**src/rtl/btn_long_press_reset_if.sv**
```systemverilog
// Button front-end signal bundle: raw pad and arm control in, debounced level,
// press-classification pulses and the latched bootloader reset request out.
interface btn_long_press_reset_if;
  logic BTN_N;
  logic ARM;
  logic BTN_PRESSED;
  logic SHORT_PRESS;
  logic LONG_PRESS;
  logic RST_N;

  modport master (
    output BTN_N, ARM,
    input  BTN_PRESSED, SHORT_PRESS, LONG_PRESS, RST_N
  );

  modport slave (
    input  BTN_N, ARM,
    output BTN_PRESSED, SHORT_PRESS, LONG_PRESS, RST_N
  );
endinterface

```
**src/rtl/btn_long_press_reset.sv**
```systemverilog
// Synchronises and debounces the active-low button, classifies presses as short
// or long, and latches a bootloader reset request on an armed long press.
module btn_long_press_reset #(
  parameter int unsigned SYNC_STAGES       = 2,
  parameter int unsigned DEBOUNCE_CYCLES   = 480000,
  parameter int unsigned LONG_PRESS_CYCLES = 96000000
) (
  input  logic                   CLK,
  input  logic                   RST,
  btn_long_press_reset_if.slave  bus
);

  localparam int unsigned DB_W   = $clog2(DEBOUNCE_CYCLES + 1);
  localparam int unsigned HOLD_W = $clog2(LONG_PRESS_CYCLES + 1);
  localparam logic [DB_W-1:0]   DB_LAST   = DB_W'(DEBOUNCE_CYCLES - 1);
  localparam logic [HOLD_W-1:0] HOLD_LAST = HOLD_W'(LONG_PRESS_CYCLES - 1);

  typedef enum logic [1:0] {IDLE, HELD, LONG} state_t;

  logic [SYNC_STAGES-1:0] r_sync;
  logic [DB_W-1:0]        r_db_cnt;
  logic [HOLD_W-1:0]      r_hold_cnt;
  logic                   r_pressed;
  logic                   r_short;
  logic                   r_long;
  logic                   r_rst_n;
  state_t                 r_state;

  logic w_s_pressed;
  logic w_differs;
  logic w_toggle;
  logic w_pressed_nxt;

  assign w_s_pressed   = ~r_sync[SYNC_STAGES-1];
  assign w_differs     = w_s_pressed ^ r_pressed;
  assign w_toggle      = w_differs && (r_db_cnt == DB_LAST);
  assign w_pressed_nxt = r_pressed ^ w_toggle;

  // Metastability synchroniser; resets to the released level.
  always_ff @(posedge CLK) begin
    if (RST) begin
      r_sync <= '1;
    end else begin
      r_sync <= {r_sync[SYNC_STAGES-2:0], bus.BTN_N};
    end
  end

  // Accept a level change only after DEBOUNCE_CYCLES consecutive differing samples.
  always_ff @(posedge CLK) begin
    if (RST) begin
      r_pressed <= 1'b0;
      r_db_cnt  <= '0;
    end else if (!w_differs) begin
      r_db_cnt  <= '0;
    end else if (w_toggle) begin
      r_pressed <= ~r_pressed;
      r_db_cnt  <= '0;
    end else begin
      r_db_cnt  <= r_db_cnt + DB_W'(1);
    end
  end

  // Press classifier. Entry uses the registered level so the long pulse lands
  // LONG_PRESS_CYCLES after BTN_PRESSED rises; release uses the next level so
  // SHORT_PRESS coincides with the falling BTN_PRESSED edge.
  always_ff @(posedge CLK) begin
    if (RST) begin
      r_state    <= IDLE;
      r_hold_cnt <= '0;
      r_short    <= 1'b0;
      r_long     <= 1'b0;
      r_rst_n    <= 1'b1;
    end else begin
      r_short <= 1'b0;
      r_long  <= 1'b0;
      case (r_state)
        IDLE: begin
          if (r_pressed) begin
            r_state    <= HELD;
            r_hold_cnt <= HOLD_W'(1);
          end else begin
            r_hold_cnt <= '0;
          end
        end
        HELD: begin
          // Completion wins over a release on the same edge.
          if (r_hold_cnt == HOLD_LAST) begin
            r_hold_cnt <= r_hold_cnt + HOLD_W'(1);
            r_long     <= 1'b1;
            r_state    <= LONG;
            if (bus.ARM) begin
              r_rst_n <= 1'b0;
            end
          end else if (!w_pressed_nxt) begin
            r_short    <= 1'b1;
            r_state    <= IDLE;
            r_hold_cnt <= '0;
          end else begin
            r_hold_cnt <= r_hold_cnt + HOLD_W'(1);
          end
        end
        LONG: begin
          if (!w_pressed_nxt) begin
            r_state    <= IDLE;
            r_hold_cnt <= '0;
          end
        end
        default: begin
          r_state    <= IDLE;
          r_hold_cnt <= '0;
        end
      endcase
    end
  end

  assign bus.BTN_PRESSED = r_pressed;
  assign bus.SHORT_PRESS = r_short;
  assign bus.LONG_PRESS  = r_long;
  assign bus.RST_N       = r_rst_n;

endmodule

```
**src/flat_wrapper.sv**
```systemverilog
// flat-port wrapper written by rule: the top's interface ports become plain ports
module btn_long_press_reset_flat 
#(
  parameter int unsigned SYNC_STAGES       = 2,
  parameter int unsigned DEBOUNCE_CYCLES   = 480000,
  parameter int unsigned LONG_PRESS_CYCLES = 96000000
)
  (CLK, RST, bus_BTN_N, bus_ARM, bus_BTN_PRESSED, bus_SHORT_PRESS, bus_LONG_PRESS, bus_RST_N);
  btn_long_press_reset_if bus_i ();
  input  logic CLK;
  input  logic RST;
  input wire logic [$bits(bus_i.BTN_N)-1:0] bus_BTN_N;
  input wire logic [$bits(bus_i.ARM)-1:0] bus_ARM;
  output wire logic [$bits(bus_i.BTN_PRESSED)-1:0] bus_BTN_PRESSED;
  output wire logic [$bits(bus_i.SHORT_PRESS)-1:0] bus_SHORT_PRESS;
  output wire logic [$bits(bus_i.LONG_PRESS)-1:0] bus_LONG_PRESS;
  output wire logic [$bits(bus_i.RST_N)-1:0] bus_RST_N;
  assign bus_i.BTN_N = bus_BTN_N;
  assign bus_i.ARM = bus_ARM;
  assign bus_BTN_PRESSED = bus_i.BTN_PRESSED;
  assign bus_SHORT_PRESS = bus_i.SHORT_PRESS;
  assign bus_LONG_PRESS = bus_i.LONG_PRESS;
  assign bus_RST_N = bus_i.RST_N;
  btn_long_press_reset #(.SYNC_STAGES(SYNC_STAGES), .DEBOUNCE_CYCLES(DEBOUNCE_CYCLES), .LONG_PRESS_CYCLES(LONG_PRESS_CYCLES)) u_core (.CLK(CLK), .RST(RST), .bus(bus_i));
endmodule
```
**config.mk**
```make
export PLATFORM = sky130hd
export DESIGN_NAME = btn_long_press_reset_flat
export DESIGN_NICKNAME = d
export VERILOG_FILES = /design/src/rtl/btn_long_press_reset_if.sv /design/src/rtl/btn_long_press_reset.sv /design/src/flat_wrapper.sv
export SDC_FILE = /design/constraint.sdc
export NUM_CORES = 1
export LEC_CHECK = 0
export CORE_UTILIZATION = 50
export CTS_CLUSTER_SIZE = 10
export DETAILED_ROUTE_END_ITERATION = 6
export GPL_TIMING_DRIVEN = 0
export PLACE_DENSITY = 0.72
export SETUP_SLACK_MARGIN = 0.05
export SLEW_MARGIN = 30
export SYNTH_ARGS = -nofsm -noshare
export SYNTH_HDL_FRONTEND = slang
export SYNTH_SLANG_ARGS = --single-unit
```
**constraint.sdc**
```tcl
create_clock -name CLK -period 3.03 [get_ports CLK]
set_input_delay 0.303 -clock CLK [delete_from_list [all_inputs] [get_ports CLK]]
set_output_delay 0.303 -clock CLK [all_outputs]
set_load 0.02 [all_outputs]
```
==> flow_metrics.py, run 1 <==
metrics = {
    "finish": {
        "nets": 324,
        "final_util_pct": 58.9,
        "drive_gt1_share_pct": 6.92,
        "diodes": 0,
        "synthToLayoutAreaGrowth_pct": 10.3,
    },
    "detailed_routing": {
        "routed_via_density": 5.88,
        "drt_iter0_drc": 136,
        "finalWirelength_um": 5390,
        "wl_per_cell_um": 14.0,
        "route.detailed.drc": 0,
        "drtPass1Iterations": 4,
        "dr_total_vias": 2262,
        "drtAntennaViolNets": 0,
    },
    "timing": {
        "finClkSkew_ns": 0.00936,
        "tns_ns": 0,
        "hold_viol": 0,
        "maxSlewViolCount": 0,
        "worst_hold_slack_ns": 0.428,
        "min_period_ns": 2.39,
        "clock.fmax_mhz": 418,
        "finalSetupViolCount": 0,
        "rsz0062_at_grt": "false",
        "period_share_pct": 78.9,
        "tightest_slew_ns": 0.796,
        "relSlewSlack_pct": 46.5,
    },
    "worst_setup_path": {
        "cp.required_ns": 3.27,
        "cp_max_fo": 10,
        "startpoint": "u_core.r_db_cnt[9]",
        "setup.worst_path.start_class": "flop",
        "r2r_start": "u_core.r_db_cnt[9]",
        "end_kind": "flop",
        "worstPathArrival_ns": 2.63,
        "critical_path_class": "flop to flop",
    },
    "clock_tree": {
        "clk_pin_slew_worst_paths_ns": 0.10,
        "post-cts-setup-buffers": 0,
        "cts_resized": 0,
        "cts_tree": "built",
        "cts-root-buf": "clkbuf_8",
        "clock_latency_ns": 0.31,
        "clkSinkCount": 54,
        "clockBufferDepth": 2,
        "cts_hold_buf": 0,
        "numCtsBuffers": 5,
        "htreeDepth": 2,
    },
    "yosys": {
        "syn_nets": 310,
        "synth-edff-count": 0,
        "yosys_warnings": 0,
        "postSynthAreaPerCell_um2": 8.58,
        "synth_most_common_cell": "dfxtp_1",
        "syn_inst": 304,
        "synth_area_leaders": "dfxtp_1 41%, xor2_1 4.7%, nor2_1 4.6%, nand3_1 4.4%, a21oi_1 3.8%",
        "syn_area_um2": 2610,
        "ys_types": 49,
        "synth_top_area_share_pct": 41.5,
        "synthFlopType": "dfxtp_1",
        "async_flop_share_pct": 0,
        "ys_seq_area_share_pct": 41.5,
        "synth_area_leader_cell": "dfxtp_1",
        "ys_ff_latch": 54,
        "netlist_top_cells_count": "54 x dfxtp_1, 32 x nor2_1, 23 x nand3_1",
    },
    "grt": {
        "grt_pass1_wl_um": 8960,
        "grt_start_max_net_pins": 17,
        "grt_pass1_vias": 1952,
        "grt_usage_pct": 21.2,
        "global_route.overflow_total": 0,
        "antenna_found_initial": 0,
    },
    "power_and_ir_drop": {
        "p_per_area_nw_per_um2": 416,
        "ir_drop_uv": 258,
        "p_leak_nw": 0.959,
        "power.total_mw": 1.20,
    },
    "floorplan": {
        "die_w_um": 74.2,
        "start_util_pct": 53.4,
        "ios": 8,
        "die_y_um": 74.2,
        "core-area_um2": 4880,
        "die_area_um2": 5510,
        "rows": 25,
    },
    "flow_run": {
        "drv_cap": 0,
    },
    "placed_design": {
        "hpwl_um": 3800,
        "portBuffers": 7,
        "globalplace.congestion": 0.822,
    },
    "hold_path": {
        "min_path_type": "flop to flop",
        "min_from": "u_core.r_sync[0]",
    },
    "status": {
        "status": "finished, final reports clean",
    },
}
[metrics by stage]
stage          setup slack, ns  instances  cell area, um^2
2_1_floorplan            0.999        304             2610
3_3_place_gp             0.655        378             2760
3_5_place_dp             0.617        378             2770
4_1_cts                  0.597        385             2880
5_1_grt                  0.413        385             2880
6_report                 0.639        385             2880
[flip-flops by register name (all words and copies together), names as in the netlist]
signal / flops
u_core.r_sync: 2
u_core.bus.LONG_PRESS: 1
u_core.r_db_cnt: 19
u_core.bus.SHORT_PRESS: 1
u_core.r_state: 2
u_core.bus.RST_N: 1
u_core.r_hold_cnt: 27
u_core.bus.BTN_PRESSED: 1
[worst paths after layout]
check	to	slack, ns	depth (start not counted)
hold reg to reg	u_core.r_sync[1]	0.43	1
hold / removal	u_core.r_sync[1]	0.43	1
setup reg to reg	u_core.r_hold_cnt[17]	0.64	7
setup / recovery	u_core.r_hold_cnt[17]	0.64	7
[area by class of cell]
| cell class | count | area, um^2 |
|---|---|---|
| buffer | 13 | 77.6 |
| clock buffer | 5 | 68.8 |
| clock inverter | 2 | 38.8 |
| fill | 479 | 2000 |
| inverter | 7 | 26.3 |
| multi-input combinational | 230 | 1430 |
| sequential | 54 | 1080 |
| tap | 67 | 83.8 |
| timing repair buffer | 7 | 70.1 |
[per-layer routing]
layer	track usage, %	vias to the layer above	part of all wire, %
met5	0	-	0
met2	32.8	40	46
li1	-	1147	-
met1	29.6	1071	50
met4	6.92	0	0.61
met3	4.34	4	3.4
[kinds of logic after synthesis]
group / count (synthesis) / synth area share, %
compound gates: 70 / 17.6
xor+xnor: 21 / 7.05
fa+ha+maj: 2 / 0.960
buf+inv: 20 / 3.98
flops: 54 / 41.5
mux: 2 / 0.768
simple gates: 135 / 28.2
[report_power, final]
group / leakage, nW / switching, mW / internal [mW]
Clock: 0.0542 / 0.231 / 0.243
Combinational: 0.469 / 0.00578 / 0.00554
Sequential: 0.435 / 0.000865 / 0.711
Total: 0.959 / 0.237 / 0.960
[cell usage in the layout (no fill, tap or decap), drive strengths merged, types with 6 or more instances in the layout]
cell           instances
o21ai                 13
a31oi                 15
nor3                   6
and3                   8
clkdlybuf4s50          7
xnor2                  7
nor2                  32
a21oi                 20
dfxtp                 54
a22o                   8
nand3                 24
xor2                  14
nand4                 11
nand2                 21
inv                    7
clkbuf                13
[worst max-delay path: stages, from the launching register on]
cell      delay, ns
dfxtp_1        0.43
nor4bb_1       0.41
and4_1         0.29
nand4_1        0.12
a21oi_1        0.37
clkbuf_1       0.46
a21oi_1        0.10
mux2i_1        0.15
No activity file was read; power rests on OpenSTA's default activity.
==> run 2, diff against run 1 <==
--- a/config.mk
+++ b/config.mk
@@ -9,7 +9,7 @@
 export CTS_CLUSTER_SIZE = 10
 export DETAILED_ROUTE_END_ITERATION = 6
 export GPL_TIMING_DRIVEN = 0
-export PLACE_DENSITY = 0.72
+export PLACE_DENSITY = 0.75
 export SETUP_SLACK_MARGIN = 0.05
 export SLEW_MARGIN = 30
 export SYNTH_ARGS = -nofsm -noshare
==> constraint.sdc (replaced) <==
create_clock -name CLK -period 1.9 [get_ports CLK]
set_input_delay 0.19 -clock CLK [delete_from_list [all_inputs] [get_ports CLK]]
set_output_delay 0.19 -clock CLK [all_outputs]
set_load 0.02 [all_outputs]
==> run 2 against run 1 <==
Effect of this change: the flow now finishes with violations (negative setup slack); largest cell class unchanged; via count rose by 7.6%; global-route usage rose by 2.7 points; sequential cell count unchanged; critical path type unchanged; sequential power increased by 57%.
==> flow_metrics.py, run 2 (synthesis gave the netlist of run 1 again) <==
metrics = {
    "status": {
        "status": "complete, but fails checks",
        "violations": "negative setup slack",
    },
    "power_and_ir_drop": {
        "netSwitchingPower_mw": 0.403,
        "p_clk_share_pct": 36.2,
        "p_int_mw": 1.39,
        "power.total_mw": 1.80,
        "p_leak_nw": 1.17,
        "sw_frac_of_total_pct": 22.4,
        "seq_power_share_pct": 62.5,
        "p_per_area_nw_per_um2": 524,
        "ir_drop_uv": 573,
        "combPwrFrac_pct": 1.3,
    },
    "finish": {
        "final_util_pct": 70.3,
        "fin_area_um2": 3430,
        "drive_gt1_share_pct": 31.0,
        "synthToLayoutAreaGrowth_pct": 31.6,
        "fillers": 377,
        "nets": 350,
        "largest_reg_flops": 27,
        "final_common_cell": "nor2_1",
        "largest_register": "u_core.r_hold_cnt",
        "diodes": 0,
        "top_regs": "u_core.r_hold_cnt x27, u_core.r_db_cnt x19",
        "multiInputGateArea_um2": 1630,
        "final_cell_mix": "32 x nor2_1, 29 x dfxtp_1, 20 x nand3_1, 20 x nand2_1, 19 x buf_4",
        "regArea_um2": 1130,
    },
    "timing": {
        "setup_slack_ns": -0.257,
        "finClkSkew_ns": 0.0138,
        "tightest_slew_ns": 0.818,
        "finalSetupViolCount": 25,
        "min_period_ns": 2.16,
        "rsz0062_at_grt": "true",
        "tns_ns": -4.77,
        "clock.fmax_mhz": 464,
        "hold_viol": 0,
        "relSlewSlack_pct": 45.0,
        "maxSlewViolCount": 0,
        "period_share_pct": 114,
    },
    "grt": {
        "grt_pass1_wl_um": 10200,
        "grt_start_max_net_pins": 18,
        "grt_usage_pct": 23.9,
        "global_route.overflow_total": 0,
        "antenna_found_initial": 0,
        "grt_pass1_vias": 2254,
    },
    "placed_design": {
        "dpl_worst_slack_ns": -0.460,
        "place_area_um2": 2840,
        "hpwl_um": 3780,
        "globalplace.congestion": 0.822,
        "portBuffers": 7,
    },
    "floorplan": {
        "die_area_um2": 5510,
        "die_w_um": 74.2,
        "die_y_um": 74.2,
        "rows": 25,
        "start_util_pct": 53.4,
        "core-area_um2": 4880,
        "ios": 8,
    },
    "detailed_routing": {
        "dr_total_vias": 2433,
        "drtAntennaViolNets": 0,
        "drt_iter0_drc": 182,
        "finalWirelength_um": 6430,
        "wl_per_cell_um": 15.6,
        "route.detailed.drc": 0,
        "routed_via_density": 5.91,
        "drtPass1Iterations": 4,
    },
    "worst_setup_path": {
        "slowest_delay_ns": 0.47,
        "worstPathArrival_ns": 2.39,
        "cp.required_ns": 2.13,
        "critical_path_class": "flop to flop",
        "setup.worst_path.start_class": "flop",
        "path_buf_inv": 2,
        "cp_top_family": "simple AND/OR/NAND/NOR gates",
        "end_kind": "flop",
        "path_cells": "nor4b_2, nand3_2, or4_4, a31oi_4, buf_8, clkbuf_16, o21ai_1, a31oi_1",
        "cp_slowest_cell": "or4_4",
        "cp_max_fo": 7,
    },
    "hold_path": {
        "min_path_type": "flop to flop",
    },
    "clock_tree": {
        "clockBufferDepth": 2,
        "cts-root-buf": "clkbuf_8",
        "htreeDepth": 2,
        "numCtsBuffers": 5,
        "clk_pin_slew_worst_paths_ns": 0.11,
        "cts_hold_buf": 0,
        "clock_latency_ns": 0.31,
        "cts_tree": "built",
        "clkSinkCount": 54,
    },
    "flow_run": {
        "drv_cap": 0,
    },
}
## run 2: cell types whose count changed in the layout (fill, tap and decap cells not counted), moves of 4 or more
| cell | change |
|---|---|
| dfxtp_4 | +9 |
| a21oi_1 | -8 |
| a21oi_2 | +7 |
| buf_8 | +4 |
| dfxtp_2 | +16 |
| buf_4 | +18 |
| dfxtp_1 | -25 |
| clkbuf_1 | -4 |
## run 2: area by class of cell
| cell class | instances | share of cell area (%) |
|---|---|---|
| clock buffers | 5 | 2.01 |
| clock inverters | 3 | 0.620 |
| well taps | 67 | 2.44 |
| inverters | 7 | 0.766 |
| flip-flops and latches | 54 | 33.1 |
| plain buffers | 13 | 3.61 |
| repair buffers | 33 | 10.0 |
| multi-input cells | 230 | 47.4 |
## run 2: final timing paths
check                        startpoint                    end  slack [ns]  depth (start not counted)
setup / recovery  u_core.r_hold_cnt[16]  u_core.r_hold_cnt[12]       -0.26                          8
hold / removal         u_core.r_sync[0]       u_core.r_sync[1]        0.42                          1
setup reg to reg  u_core.r_hold_cnt[16]  u_core.r_hold_cnt[12]       -0.26                          8
hold reg to reg        u_core.r_sync[0]       u_core.r_sync[1]        0.42                          1
## run 2: worst register-to-register path: stages (launching register included)
cell	delay, ns
dfxtp_2	0.36
nor4b_2	0.32
nand3_2	0.13
or4_4	0.47
a31oi_4	0.23
buf_8	0.19
clkbuf_16	0.16
o21ai_1	0.07
a31oi_1	0.16
## run 2: layer usage
metal	GRT usage [%]	routed length [um]	part of all wire (%)
met1	31.7	3000	47
met4	7.55	139	2.2
met3	4.20	212	3.3
met5	0	0	0
met2	39.6	3090	48
## run 2: power by group through the flow
| stage | sequential (mW) | combinational [mW] | clock [mW] |
|---|---|---|---|
| floorplan | 1.16 | 0.00889 | 0 |
| global placement | 1.16 | 0.0184 | 0 |
| detailed placement | 1.16 | 0.0186 | 0 |
| CTS | 1.13 | 0.0217 | 0.647 |
| global route | 1.12 | 0.0264 | 0.701 |
| finish | 1.12 | 0.0241 | 0.651 |
## run 2: what timing repair did
action	in CTS	in global routing
pin swaps	12	14
gates resized for setup	46	27
gates cloned	2	2
buffers inserted	11	11
setup endpoints to repair	50	43
## run 2: per-stage QoR
stage	std cells	hold slack, ns
6_report	412	0.420
5_1_grt	412	0.434
4_1_cts	399	0.422
3_5_place_dp	378	0.397
3_3_place_gp	378	0.394
2_1_floorplan	304	0.294
